`src/rtl/dmem_responder.sv`:
```
// -----------------------------------------------------------------------------
// dmem_responder
//
// Multi-cycle data-memory responder sitting at the target end of the
// processor's load/store interface. One word request is accepted, held for
// WAIT_CYCLES wait states, committed to (or read from) the local word array,
// and the result is returned under a valid/ready handshake. At most one
// request is outstanding at any time.
//
// Parameters
//   DEPTH_WORDS  number of 32-bit words (power of two, >= 2)
//   WAIT_CYCLES  wait states between request accept and commit (0..15)
//
// Ports
//   clk        in   rising-edge clock
//   reset      in   asynchronous reset, active low
//   req_valid  in   request present
//   req_ready  out  request accepted when req_valid & req_ready
//   req_write  in   1 = store, 0 = load
//   req_addr   in   byte address; word index = req_addr[log2(DEPTH)+1:2]
//   req_wdata  in   store data
//   rsp_valid  out  response present
//   rsp_ready  in   response consumed when rsp_valid & rsp_ready
//   rsp_rdata  out  load data; 0 for stores and misaligned requests
//   rsp_err    out  1 = misaligned request (req_addr[1:0] != 0)
// -----------------------------------------------------------------------------
module dmem_responder #(
  parameter int DEPTH_WORDS = 64,
  parameter int WAIT_CYCLES = 2
) (
  input  logic        clk,
  input  logic        reset,
  input  logic        req_valid,
  output logic        req_ready,
  input  logic        req_write,
  input  logic [31:0] req_addr,
  input  logic [31:0] req_wdata,
  output logic        rsp_valid,
  input  logic        rsp_ready,
  output logic [31:0] rsp_rdata,
  output logic        rsp_err
);

  localparam int         LP_AW        = $clog2(DEPTH_WORDS);
  // Counter load value on accept; unused when there are no wait states.
  localparam logic [3:0] LP_WAIT_INIT = (WAIT_CYCLES == 0) ? 4'd0 : 4'(WAIT_CYCLES - 1);
  localparam bit         LP_NO_WAIT   = (WAIT_CYCLES == 0);

  typedef enum logic [1:0] {
    ST_IDLE,
    ST_WAIT,
    ST_RESP
  } state_t;

  // ---------------------------------------------------------------------------
  // State and captured request
  // ---------------------------------------------------------------------------
  state_t             r_state;
  logic [3:0]         r_cnt;
  logic               r_write;
  logic [LP_AW-1:0]   r_idx;
  logic [31:0]        r_wdata;
  logic               r_mis;

  logic               r_req_ready;
  logic               r_rsp_valid;
  logic [31:0]        r_rsp_rdata;
  logic               r_rsp_err;

  logic [31:0]        r_mem [DEPTH_WORDS];

  // ---------------------------------------------------------------------------
  // Commit operands
  // ---------------------------------------------------------------------------
  // With zero wait states the commit happens on the accept edge itself, so the
  // operands come straight from the request port; otherwise they come from the
  // captured copy.
  logic               w_accept;
  logic               w_commit;
  logic               w_from_req;
  logic [LP_AW-1:0]   w_req_idx;
  logic               w_req_mis;
  logic               w_c_write;
  logic [LP_AW-1:0]   w_c_idx;
  logic [31:0]        w_c_wdata;
  logic               w_c_mis;
  logic               w_mem_we;
  logic [31:0]        w_load_data;
  logic               w_unused;

  assign w_req_idx  = req_addr[LP_AW+1:2];
  assign w_req_mis  = |req_addr[1:0];
  // Upper address bits are deliberately ignored: addresses wrap modulo depth.
  assign w_unused   = &{1'b0, req_addr[31:LP_AW+2]};

  assign w_accept   = (r_state == ST_IDLE) && req_valid;
  assign w_commit   = ((r_state == ST_WAIT) && (r_cnt == 4'd0)) ||
                      (LP_NO_WAIT && w_accept);

  assign w_from_req = (r_state == ST_IDLE);
  assign w_c_write  = w_from_req ? req_write : r_write;
  assign w_c_idx    = w_from_req ? w_req_idx : r_idx;
  assign w_c_wdata  = w_from_req ? req_wdata : r_wdata;
  assign w_c_mis    = w_from_req ? w_req_mis : r_mis;

  // Misaligned stores never touch the array.
  assign w_mem_we    = w_commit && w_c_write && !w_c_mis;
  assign w_load_data = (w_c_write || w_c_mis) ? 32'd0 : r_mem[w_c_idx];

  // ---------------------------------------------------------------------------
  // Word array
  // ---------------------------------------------------------------------------
  // NOTE: the array contents are intentionally not reset (a RAM has no reset);
  // the reset term only blocks writes while reset is held, so a request seen in
  // reset can never land in memory.
  always_ff @(posedge clk or negedge reset) begin
    if (!reset) begin
    end else if (w_mem_we) begin
      r_mem[w_c_idx] <= w_c_wdata;
    end
  end

  // ---------------------------------------------------------------------------
  // Control FSM with registered outputs
  // ---------------------------------------------------------------------------
  // NOTE: every register here uses non-blocking assignment so all state moves
  // together on the edge regardless of statement order.
  always_ff @(posedge clk or negedge reset) begin
    if (!reset) begin
      r_state     <= ST_IDLE;
      r_cnt       <= 4'd0;
      r_write     <= 1'b0;
      r_idx       <= '0;
      r_wdata     <= 32'd0;
      r_mis       <= 1'b0;
      r_req_ready <= 1'b1;
      r_rsp_valid <= 1'b0;
      r_rsp_rdata <= 32'd0;
      r_rsp_err   <= 1'b0;
    end else begin
      case (r_state)
        ST_IDLE: begin
          if (req_valid) begin
            r_write     <= req_write;
            r_idx       <= w_req_idx;
            r_wdata     <= req_wdata;
            r_mis       <= w_req_mis;
            r_req_ready <= 1'b0;
            if (LP_NO_WAIT) begin
              r_state     <= ST_RESP;
              r_rsp_valid <= 1'b1;
              r_rsp_rdata <= w_load_data;
              r_rsp_err   <= w_c_mis;
            end else begin
              r_state <= ST_WAIT;
              r_cnt   <= LP_WAIT_INIT;
            end
          end
        end

        ST_WAIT: begin
          if (r_cnt == 4'd0) begin
            r_state     <= ST_RESP;
            r_rsp_valid <= 1'b1;
            r_rsp_rdata <= w_load_data;
            r_rsp_err   <= w_c_mis;
          end else begin
            r_cnt <= r_cnt - 4'd1;
          end
        end

        ST_RESP: begin
          // Handshake returns to IDLE; the next request is taken at the
          // earliest on the following edge.
          if (rsp_ready) begin
            r_state     <= ST_IDLE;
            r_rsp_valid <= 1'b0;
            r_rsp_rdata <= 32'd0;
            r_rsp_err   <= 1'b0;
            r_req_ready <= 1'b1;
          end
        end

        default: begin
          r_state     <= ST_IDLE;
          r_req_ready <= 1'b1;
          r_rsp_valid <= 1'b0;
          r_rsp_rdata <= 32'd0;
          r_rsp_err   <= 1'b0;
        end
      endcase
    end
  end

  assign req_ready = r_req_ready;
  assign rsp_valid = r_rsp_valid;
  assign rsp_rdata = r_rsp_rdata;
  assign rsp_err   = r_rsp_err;

endmodule

```
`config.mk`:
```
export PLATFORM = sky130hd
export DESIGN_NAME = dmem_responder
export DESIGN_NICKNAME = d
export VERILOG_FILES = /design/src/rtl/dmem_responder.sv
export SDC_FILE = /design/constraint.sdc
export NUM_CORES = 2
export LEC_CHECK = 0
export CAP_MARGIN = 20
export CORE_ASPECT_RATIO = 0.75
export CORE_MARGIN = 1
export CORE_UTILIZATION = 62
export CTS_CLUSTER_DIAMETER = 200
export DETAILED_ROUTE_END_ITERATION = 10
export PLACE_DENSITY_LB_ADDON = 0.05
export SYNTH_ARGS = -nofsm -noshare
export SYNTH_HDL_FRONTEND = slang
export SYNTH_SLANG_ARGS = --single-unit
```
`constraint.sdc`:
```
create_clock -name clk -period 4.3 [get_ports clk]
set_input_delay 0.43 -clock clk [delete_from_list [all_inputs] [get_ports clk]]
set_output_delay 0.43 -clock clk [all_outputs]
set_load 0.05 [all_outputs]
```
==> run summary <==
Filler cells - 8294
Vias - 54800
relative slew slack - 11.1%
WP data arrival - 4.70 ns
number of synthesized flops with an enable pin - 2048
P&R area growth vs syn - 15.2%
status - finished, final reports clean
met2 wire length - 118 mm
Crit-path slowest cell - a21oi_4
total track usage - 43.2%
flops & latches, synth - 2129
largest net degree at the start of global routing - 110
top layer in use - met5
cell taking the most area after synthesis - edfxtp_1
Layout Cells excl Fill - 7554
Post-Syn Nets - 5398
RSZ-0062 raised after global routing - no
layout cells sized above 1 - 15.1%
worst-margin pin slew - 1.33 ns
antenna violations before repair - 16
vias in the first global route - 50200
Yosys top cell area share - 75.5%
cells taking the most area after synthesis - edfxtp_1, nand2_1, dfrtp_1
clock sink total - 2129
CTS tree - done
post-detail-place hpwl - 165 mm
CORE AREA - 130000 um^2
Power Density - 777 nW/um^2
Worst setup EP type - register
maximum clock rate - 0.255 GHz
DRT iter0 DRCs - 11000
Critical Path Source Type - register
routed length on met1 - 101 mm
final hold vios - 0
Crit path depth - 10
CTS clk-pin slew, worst paths - 0.06 ns
final setup vio count - 0
Die H - 316 um
Synth Cell Area - 81400 um^2
fin. max-slew vios - 0
Setup TNS Final - 0 ns
Clock Skews - 0.0351 ns
Tmin final - 3.93 ns
GR Overflow Total - 0
Post-DP Area - 87700 um^2
chip width - 420 um
cell depth of the worst hold path - 3
data required time of the worst path - 5.08 ns
Final nets - 5716
I/O Pins - 104
Buf+Inv Stages, Crit Path - 3
worst r2r path cells - 10
CTS Buf Count - 190
total power - 72.9 mW
WL/cell - 37.9 um
leakage - 30.9 nW
CP max FO - 32
worst-path cell chain - or2_2 -> a21oi_4 -> buf_12 -> buf_4 -> a211oi_1 -> nor4_1 -> o22ai_1 -> nor4_1 -> buf_4 -> a32o_1
final instance area - 93800 um^2
cell family with the largest share of critical-path delay - simple AND/OR/NAND/NOR gates
latest clock arrival within the worst-skew pair - 0.86 ns
CTS max path bufs - 3
period utilisation layout - 91.3%
register area share after synthesis - 78.0%
htree depth - 4
Avg Vias per Cell - 7.25
HP Class - input pin to register
Site Rows - 114
FFs w/ async S/R, synth - 3.80%
synthesized area per cell - 15.3 um^2
DRT Pass-1 Iters - 8
Starting Density - 62.9%
final wirelength - 286 mm
post-route antenna net violation count - 0
first-pass GRT wire length - 391 mm
Max VDD drop - 0.804 mV
Residual DRC - 0
DR WL met3 - 52.4 mm
Max-Cap Viols - 0
clock root buffer - clkbuf_16
top_reg_cell synth - edfxtp_1
total die area - 133000 um^2
PortBufs - 79
gpl congestion - 0.955
synth unique cells - 88
Max stage delay on crit path - 0.86 ns
Final Util - 72.4%
Synth Warn # - 0
Placed Instances - 7191
Cells after Synth - 5327
Post-CTS Setup Bufs - 0
Crit Path Category - register to register
## synthesized netlist by cell type (33+ instances only)
cell,n
nor3_1,33
dfrtp_1,80
edfxtp_1,2048
o22ai_1,289
mux2_2,60
buf_1,43
o22a_1,53
a31oi_1,156
nor2_1,204
a21oi_1,195
nand2_1,963
mux2i_1,83
nor4_1,57
and3_1,65
a32oi_1,116
a211oi_1,72
a32o_1,38
nand3_1,178
buf_2,171
clkbuf_1,105
## where the power goes
| group | switching [mW] | internal [mW] |
|---|---|---|
| sequential | 0.360 | 27.6 |
| combinational | 20.8 | 7.44 |
| clock | 7.55 | 9.17 |
## stage by stage
step,setup slack [ns],hold slack [ns]
2_1_floorplan,0.382,0.134
3_3_place_gp,0.236,0.465
3_5_place_dp,0.197,0.476
4_1_cts,0.434,0.146
5_1_grt,0.372,0.188
6_report,0.374,0.184
## sequential cells by signal, indices dropped and copies added, names as in the netlist
signal and cells:
rsp_valid 1, r_idx 6, rsp_err 1, rsp_rdata 32, r_write 1, r_state 2, r_mis 1, r_mem 2048
r_wdata 32, r_cnt 4, req_ready 1
## worst paths after layout
check / slack, ns / start / endpoint
worst max-delay path: 0.37 / r_state[0]$_DFFE_PN0P_ / rsp_rdata[5]$_DFFE_PN0P_
worst min-delay path: 0.18 / req_addr[0] / r_mis$_DFFE_PN0P_
worst max register to register: 0.37 / r_state[0]$_DFFE_PN0P_ / rsp_rdata[5]$_DFFE_PN0P_
worst min register to register: 0.49 / r_cnt[0]$_DFFE_PN0P_ / r_cnt[0]$_DFFE_PN0P_
max in group asynchronous: 2.67 / reset / rsp_rdata[27]$_DFFE_PN0P_
min in group asynchronous: 0.36 / reset / r_write$_DFFE_PN0P_
## tightest hold or removal path: stages
cell and delay (ns):
clkdlybuf4s50_1 0.40, nor2_1 0.09, a21oi_1 0.07
## layout make-up
type | count | area (um^2) | area share (%)
Clock buffer | 286 | 5390 | 5.75
Inverter | 7 | 26.3 | 0.0280
Sequential cell | 2129 | 63500 | 67.7
Tap cell | 1740 | 2180 | 2.32
Clock inverter | 71 | 641 | 0.683
Multi-Input combinational cell | 2838 | 16900 | 18.0
Timing Repair Buffer | 479 | 5180 | 5.52
Antenna cell | 4 | 10.0 | 0.0107
## cells in the final DEF, fill, tap and decap left out, drive strengths merged, types with 11 or more instances in the layout
cell / instances
a211oi: 72
a21oi: 198
a221oi: 11
a22oi: 19
a31oi: 156
a32o: 38
a32oi: 116
and3: 65
buf: 400
clkbuf: 286
clkdlybuf4s50: 78
clkinv: 53
dfrtp: 80
edfxtp: 2048
inv: 16
mux2: 60
mux2i: 83
nand2: 965
nand3: 178
nor2: 206
nor3: 33
nor4: 58
o211ai: 11
o21ai: 32
o221ai: 27
o22a: 53
o22ai: 289
o31ai: 14
o32ai: 21
## cell families after synthesis
group	after synthesis	synth area share, %
and+or+nand+nor	1556	8.15
xor gates and xnor gates	2	0.0215
adders and majority gates	2	0.0307
AOI/OAI and AO/OA	1135	9.79
buffers and inverters	360	2.14
muxes	143	1.85
DFF	2129	78.0
## metal layers
| layer | GRT usage (%) | up-vias |
|---|---|---|
| met1 | 62.1 | 27200 |
| met4 | 19.0 | 24 |
| li1 | - | 21500 |
| met3 | 16.3 | 824 |
| met5 | 0.812 | - |
| met2 | 59.3 | 5198 |
## repair_timing
action / in CTS / in global routing
hold endpoints to repair: 36 / 0
hold buffers: 1 / 0
gates resized for setup: 0 / 0
No activity file was read; power rests on OpenSTA's default activity.
